File: config.mk
export PLATFORM = sky130hd
export DESIGN_NAME = spi_arbiter
export DESIGN_NICKNAME = d
export VERILOG_FILES = /design/src/rtl/spi_arbiter.sv
export SDC_FILE = /design/constraint.sdc
export NUM_CORES = 1
export LEC_CHECK = 0
export BUFFER_PORTS_ARGS = -buffer_cell sky130_fd_sc_hd__buf_2
export CORE_AREA = 10 10 70 72
export DETAILED_ROUTE_END_ITERATION = 8
export DIE_AREA = 0 0 80 82
export PLACE_DENSITY = 0.71
export SLEW_MARGIN = 10
export SYNTH_ARGS = -nofsm -noshare
export SYNTH_HDL_FRONTEND = slang
export SYNTH_SLANG_ARGS = --single-unit
File: constraint.sdc
create_clock -name clk -period 2.2 [get_ports clk]
set_input_delay 0.33 -clock clk [delete_from_list [all_inputs] [get_ports clk]]
set_output_delay 0.33 -clock clk [all_outputs]
set_load 0.1 [all_outputs]
File: src/rtl/spi_arbiter.sv
// Round-robin arbiter sharing one SPI master among three requesters, one byte per grant.
// req->m_start 1 cycle, m_done->ack 1 cycle; requesters wait on req until ack/err, stalled master aborts after TIMEOUT.
module spi_arbiter #(
  parameter int TIMEOUT = 64
) (
  input  logic        clk,
  input  logic        rst_n,
  input  logic [2:0]  req,
  input  logic [23:0] req_data,
  output logic [2:0]  ack,
  output logic        err,
  output logic        busy,
  output logic [1:0]  grant_id,
  output logic        m_start,
  output logic [7:0]  m_data,
  input  logic        m_done
);

  localparam logic [7:0] CNT_MAX = 8'(TIMEOUT - 1);

  typedef enum logic [2:0] {
    IDLE,
    LAUNCH,
    WAIT,
    COMPLETE,
    ABORT
  } state_t;

  state_t      state;
  state_t      state_nxt;
  logic [7:0]  cnt;
  logic [1:0]  last_grant;
  logic        win_vld;
  logic [1:0]  win_id;

  // Index of the requester 'ofs' places after 'base', wrapping modulo 3.
  function automatic logic [1:0] rr_idx(input logic [1:0] base, input logic [1:0] ofs);
    logic [2:0] s;
    s = {1'b0, base} + {1'b0, ofs} + 3'd1;
    if (s >= 3'd3) s = s - 3'd3;
    return s[1:0];
  endfunction

  // Walk candidates from farthest to nearest so the nearest active requester wins.
  always_comb begin
    win_vld = 1'b0;
    win_id  = 2'd0;
    for (int k = 2; k >= 0; k--) begin
      if (req[rr_idx(last_grant, 2'(k))]) begin
        win_vld = 1'b1;
        win_id  = rr_idx(last_grant, 2'(k));
      end
    end
  end

  always_comb begin
    state_nxt = state;
    case (state)
      IDLE:     if (win_vld) state_nxt = LAUNCH;
      LAUNCH:   state_nxt = WAIT;
      WAIT: begin
        if (m_done)              state_nxt = COMPLETE;
        else if (cnt == CNT_MAX) state_nxt = ABORT;
      end
      COMPLETE: state_nxt = IDLE;
      ABORT:    state_nxt = IDLE;
      default:  state_nxt = IDLE;
    endcase
  end

  always_ff @(posedge clk or negedge rst_n) begin
    if (!rst_n) state <= IDLE;
    else        state <= state_nxt;
  end

  // Outputs are decoded from the next state so each one is a clean register.
  always_ff @(posedge clk or negedge rst_n) begin
    if (!rst_n) begin
      cnt        <= 8'd0;
      last_grant <= 2'd2;
      ack        <= 3'b000;
      err        <= 1'b0;
      busy       <= 1'b0;
      grant_id   <= 2'd0;
      m_start    <= 1'b0;
      m_data     <= 8'h00;
    end else begin
      if (state == LAUNCH)    cnt <= 8'd0;
      else if (state == WAIT) cnt <= cnt + 8'd1;

      if (state == IDLE && win_vld) begin
        grant_id <= win_id;
        m_data   <= req_data[{win_id, 3'b000} +: 8];
      end

      if (state == COMPLETE || state == ABORT) last_grant <= grant_id;

      m_start <= (state_nxt == LAUNCH);
      busy    <= (state_nxt != IDLE);
      err     <= (state_nxt == ABORT);
      ack     <= (state_nxt == COMPLETE) ? (3'b001 << grant_id) : 3'b000;
    end
  end

endmodule

==> results of run 1 <==
cells in the final DEF, fill, tap and decap left out, types with 6 or more instances in the layout:
| master | instances |
|---|---|
| buf_2 | 45 |
| dfrtp_1 | 28 |
| nand2_1 | 21 |
| nor3_1 | 13 |
| o21ai_0 | 11 |
| buf_4 | 10 |
| nor2_1 | 9 |
| o31ai_1 | 8 |
| inv_1 | 7 |
| a211oi_2 | 6 |
path summary, 6_finish.rpt:
kind	end	slack (ns)	cells after the start
worst max-delay path	m_data[3]	0.07	7
worst min-delay path	cnt[0]	0.003	1
worst max register to register	m_data[3]	0.07	7
worst min register to register	m_data[5]	0.49	2
max in group asynchronous	m_data[7]	1.79	1
min in group clk	state[0]	0.30	3
state kept, by name (all words and copies together) (netlist names):
signal / flops
busy: 1
state: 3
ack: 3
cnt: 8
m_data: 8
m_start: 1
last_grant: 2
grant_id: 2
err: 1
routing by layer:
layer  GRT usage [%]  vias up  share of wire, %  routed length (um)
li1                -      724                 -                   -
met1            13.9      718                43                1750
met2            20.8       32                49                1990
met3            5.68        4               6.5                 261
met4            3.17        0              0.99                  40
met5               0        -                 0                   0
metrics by stage:
step | hold slack (ns) | TNS, ns | std cells | setup WS (ns) | cell area, um^2
CTS | 0.0300 | 0 | 272 | 0.00247 | 2000
detailed placement | 0.387 | -0.0536 | 264 | -0.0318 | 1910
global placement | 0.386 | 0 | 264 | 0.0613 | 1910
finish | 0.00300 | 0 | 272 | 0.0705 | 2080
floorplan | 0.0344 | 0 | 167 | 0.0277 | 1590
global route | 0.0549 | -0.0694 | 272 | -0.0340 | 2080
area by class of cell:
class                           count  area, um^2  share of cell area [%]
Clock buffer                        8        58.8                    2.82
Inverter                            7        26.3                    1.26
Multi-Input combinational cell    125         910                    43.7
Sequential cell                    29         727                    34.9
Tap cell                           48        60.1                    2.88
Timing Repair Buffer               55         300                    14.4
worst max-delay path, stage by stage, from the launching register on:
cell and delay [ns]:
dfstp_2 0.54, inv_1 0.07, ha_4 0.31, mux2i_2 0.26, o22ai_4 0.15, o32a_4 0.27
a211oi_1 0.28, o31ai_1 0.13
logic make-up (layout without fill, tap and decap cells):
group	after synthesis	in the layout	share of synthesized area [%]
adder cells (fa/ha/maj)	5	5	3.86
multiplexers	4	4	2.60
AO/OA/AOI/OAI	51	51	22.9
AND/OR/NAND/NOR	62	62	18.9
buffers and inverters	13	70	4.41
flip-flops	29	29	45.7
XOR/XNOR	3	3	1.65
repair_timing:
action | CTS | global route
pin swaps | 0 | 1
gates resized for setup | 6 | 16
setup endpoints to repair | 2 | 13
==> reports/results.ini, run 1 <==
[run_status]
status=finished, final reports clean

[floorplan]
rows=22
coreArea_um2=3580
ios=46
start_util_pct=44.4
die_area_um2=6560
die_y_um=82
die_w_um=80

[synthesis]
syn_nets=201
synth_cell_types=40
syn-instance-count=167
synth_edf_count=0
synthMostInstantiatedCell=dfrtp_1
synthTopCellsByCount=28 x dfrtp_1, 21 x nand2_1, 15 x nor3_1
avgSynthCellArea_um2=9.52
synth.cell_area_um2=1590
yosys-top-cells-area=dfrtp_1 44%, nand2_1 5.0%, nor3_1 4.7%
ys_async_sr_fraction_pct=100
synth_top_cell_by_area=dfrtp_1
synth_seq_area_share_pct=45.7
yosys_warnings=0
synth_flop_cell=dfrtp_1
yosysTopAreaCellShare_pct=44.1
ys_ff_latch=29

[worst_setup_path]
critPathKind=reg2reg
worstPathArrival_ns=2.33
startpoint=last_grant[1]
timing.rr.start=last_grant[1]
critPathMaxFanout=8
cp.required_ns=2.41
critical_path.startpoint_type=register
end_kind=register

[global_routing]
grt_pass1_wl_um=6600
grtUsageTotal_pct=12.4
grt_pass1_vias=1496
grt_start_max_net_pins=30
grt_overflow=0
antenna_found_initial=0

[placed_design]
hpwl_um=3050
portBuffers=45
gp_congestion=0.782

[cells_and_area]
nets=257
area_delta_synth_final_pct=30.9
drive_gt1_share_pct=36.6
insertedDiodeCount=0
fillers=337
utilization_pct=58.2

[cts]
clockRootBuffer=clkbuf_4
cts_buffers=5
clk_latency_ns=0.33
cts_tree=built
cts_setup_buffers=0
clockBufferDepth=2
clkTransAtPathRegs_ns=0.09
htree_levels=2
ctsHoldBuffers=0
clkSinkCount=29

[run]
maxCapViolations=0

[detailed_routing]
drt_iter0_drc=85
wirelength_um=4040
dr.pass1.iters=4
postRouteAntennaNets=0
avgViaCountPerCell=5.43
routedWlPerCell_um=14.9
vias=1478
drc=0

[timing]
min_period_ns=2.13
worst_pin_slew_ns=0.612
setup_violations=0
max_freq_mhz=470
hold_viol_final=0
skew_ns=0.00753
slew_violations=0
post-route-period-util_pct=96.8
max-slew-margin-rel_pct=59.2

[worst_hold_path]
hold_class=in2async

Power of run 1 is left out: the tool's default activity adds up to more than one toggle a clock period on the data nets, which glitch-free logic cannot reach.
==> inputs of run 2 (changes only) <==
--- a/config.mk
+++ b/config.mk
@@ -5,11 +5,12 @@
 export SDC_FILE = /design/constraint.sdc
 export NUM_CORES = 1
 export LEC_CHECK = 0
+export ABC_AREA = 1
 export BUFFER_PORTS_ARGS = -buffer_cell sky130_fd_sc_hd__buf_2
-export CORE_AREA = 10 10 70 72
+export CORE_AREA = 10 10 71 73
 export DETAILED_ROUTE_END_ITERATION = 8
-export DIE_AREA = 0 0 80 82
-export PLACE_DENSITY = 0.71
+export DIE_AREA = 0 0 81 83
+export PLACE_DENSITY = 0.7
 export SLEW_MARGIN = 10
 export SYNTH_ARGS = -nofsm -noshare
 export SYNTH_HDL_FRONTEND = slang
==> run 2 against run 1 <==
  * Sequential share of layout area is 1.6 points higher
  * Worst hold slack better by 0.066 ns
  * Global-route usage is 0.51 points lower
  * Fmax is 8.6% higher
  * Synthesized cell count is 22% higher
  * Largest cell class unchanged
  * Highest routed layer unchanged
==> reports/results.ini, run 2 <==
[timing]
grt_setup_unrepaired=no
max_freq_mhz=510  ; was 470 MHz
hold_viol_final=0  ; unchanged
skew_ns=0.0101  ; was 0.00753 ns
min_period_ns=1.96  ; was 2.13 ns
worst_pin_slew_ns=0.647  ; was 0.612 ns
max-slew-margin-rel_pct=56.9  ; was 59.2%
slew_violations=0  ; unchanged
post-route-period-util_pct=89.1  ; was 96.8%
fin_setup_tns_ns=0  ; unchanged
setup_violations=0  ; unchanged

[floorplan]
start_util_pct=44.1  ; was 44.4%
die_y_um=83  ; was 82 um
die_w_um=81  ; was 80 um
ios=46  ; unchanged
rows=22  ; unchanged
die_area_um2=6720  ; was 6560 um^2
coreArea_um2=3630  ; was 3580 um^2

[placed_design]
dpl_cell_area_um2=1870  ; was 1910 um^2
portBuffers=45  ; unchanged
gp_congestion=0.815  ; was 0.782
hpwl_um=3070  ; was 3050 um

[cts]
clkTransAtPathRegs_ns=0.07  ; was 0.09 ns
clockBufferDepth=2  ; unchanged
cts_buffers=5  ; unchanged
htree_levels=2  ; unchanged
ctsHoldBuffers=0  ; unchanged
cts_setup_buffers=0  ; unchanged
clockRootBuffer=clkbuf_8  ; was clkbuf_4
cts_tree=built  ; unchanged
clkSinkCount=29  ; unchanged
clk_latency_ns=0.28  ; was 0.33 ns

[global_routing]
grt_start_max_net_pins=30  ; unchanged
grt_overflow=0  ; unchanged
grt_use_met1_pct=14.0  ; was 13.9%
gr-max-usage-layer=met2  ; unchanged
met2_usage_pct=18.2  ; was 20.8%
antenna_found_initial=0  ; unchanged
grt_pass1_wl_um=6540  ; was 6600 um
grtUsageMet3_pct=4.74  ; was 5.68%
grtUsageTotal_pct=11.8  ; was 12.4%
grt_pass1_vias=1502  ; was 1496

[detailed_routing]
routedWlPerCell_um=13.0  ; was 14.9 um
drc=0  ; unchanged
avgViaCountPerCell=4.91  ; was 5.43
dr.pass1.iters=6  ; was 4
wirelength_um=3960  ; was 4040 um
drt_iter0_drc=55  ; was 85
postRouteAntennaNets=0  ; unchanged
vias=1492  ; was 1478

[worst_setup_path]
end_kind=register  ; unchanged
cp_top_family=simple AND/OR/NAND/NOR gates  ; was compound AO/OA/AOI/OAI gates
cp_slowest_cell=dfstp_2  ; unchanged
cpPeakStageDelay_ns=0.54  ; about the same
critical_path.startpoint_type=register  ; unchanged
path_buf_inv=2  ; was 1
critPathKind=reg2reg  ; unchanged
crit_chain=inv_1, ha_4, nand2_1, nand2_1, o21ai_0, o21ai_1, nand3_2, nand2_8, inv_2, nand3_1, nand3_1  ; was inv_1, ha_4, mux2i_2, o22ai_4, o32a_4, a211oi_1, o31ai_1
cp.required_ns=2.36  ; was 2.41 ns
critPathMaxFanout=15  ; was 8
worstPathArrival_ns=2.12  ; was 2.33 ns

[synthesis]
synth_cell_types=24  ; was 40
synthMostInstantiatedCell=nand2_1  ; was dfrtp_1
avgSynthCellArea_um2=7.85  ; was 9.52 um^2
ys_async_sr_fraction_pct=100  ; unchanged
yosysTopAreaCellShare_pct=43.8  ; was 44.1%
synth.cell_area_um2=1600  ; was 1590 um^2
synth_seq_area_share_pct=45.4  ; was 45.7%
synth_flop_cell=dfrtp_1  ; unchanged
syn-instance-count=204  ; was 167
synth_top_cell_by_area=dfrtp_1  ; unchanged
yosys-top-cells-area=dfrtp_1 44%, nand2_1 13%, nand3_1 9.1%  ; was dfrtp_1 44%, nand2_1 5.0%, nor3_1 4.7%
yosys_warnings=0  ; unchanged
syn_nets=238  ; was 201
synthTopCellsByCount=56 x nand2_1, 29 x nand3_1, 28 x dfrtp_1  ; was 28 x dfrtp_1, 21 x nand2_1, 15 x nor3_1
synth_edf_count=0  ; unchanged
ys_ff_latch=29  ; unchanged

[cells_and_area]
nets=289  ; was 257
insertedDiodeCount=0  ; unchanged
final_common_cell=nand2_1  ; was buf_2
fin_area_um2=1990  ; was 2080 um^2
final_cell_mix=56 x nand2_1, 45 x buf_2, 29 x nand3_1  ; was 45 x buf_2, 28 x dfrtp_1, 21 x nand2_1
drive_gt1_share_pct=28.5  ; was 36.6%
utilization_pct=54.8  ; was 58.2%
reg.largest.list=cnt x8, m_data x8  ; unchanged
area_delta_synth_final_pct=24.2  ; was 30.9%

[run_status]
status=finished, final reports clean  ; unchanged

[run]
maxCapViolations=0  ; unchanged

[worst_hold_path]
hold_class=in2async  ; unchanged

[run 2: cells by family after synthesis]
| group | count (synthesis) | synth area share [%] |
|---|---|---|
| AO/OA/AOI/OAI | 19 | 6.33 |
| adder cells (fa/ha/maj) | 4 | 3.13 |
| AND/OR/NAND/NOR | 122 | 37.0 |
| buffers and inverters | 30 | 8.13 |
| flip-flops | 29 | 45.4 |
[run 2: path summary, 6_finish.rpt]
kind / from / to / slack, ns / cells past startpoint
min in group clk: req_data[19] / m_data[3] / 0.30 / 3
min: rst_n / cnt[0] / 0.07 / 1
max: last_grant[1] / m_data[6] / 0.24 / 11
min reg2reg: grant_id[1] / ack[1] / 0.49 / 1
max in group asynchronous: rst_n / last_grant[0] / 1.70 / 1
max reg2reg: last_grant[1] / m_data[6] / 0.24 / 11
[run 2: layer usage]
metal / vias up / routed length, um
li1: 761 / -
met4: 0 / 60
met5: - / 0
met1: 686 / 1750
met3: 6 / 327
met2: 39 / 1820
[run 2: stage by stage]
| step | worst slack, ns | hold slack, ns | instances |
|---|---|---|---|
| after floorplan | 0.359 | 0.0344 | 204 |
| after global placement | 0.0913 | 0.386 | 296 |
| after detailed placement | 0.0650 | 0.394 | 296 |
| after CTS | 0.0625 | 0.0870 | 304 |
| after global routing | 0.0762 | 0.118 | 304 |
| final | 0.239 | 0.0691 | 304 |
[run 2: final cells by class]
class | instances | area [um^2]
fillers | 366 | 1640
multi-input cells | 145 | 766
flip-flops and latches | 29 | 727
repair buffers | 46 | 233
inverters | 28 | 108
clock buffers | 6 | 82.6
well taps | 48 | 60.1
clock inverters | 2 | 13.8
[run 2: timing repair]
action,in CTS,in global routing
endpoints found under the setup margin,0,8
gates resized for setup,0,3
endpoints found under the hold margin,0,0
Power of run 2 is left out for the same reason.
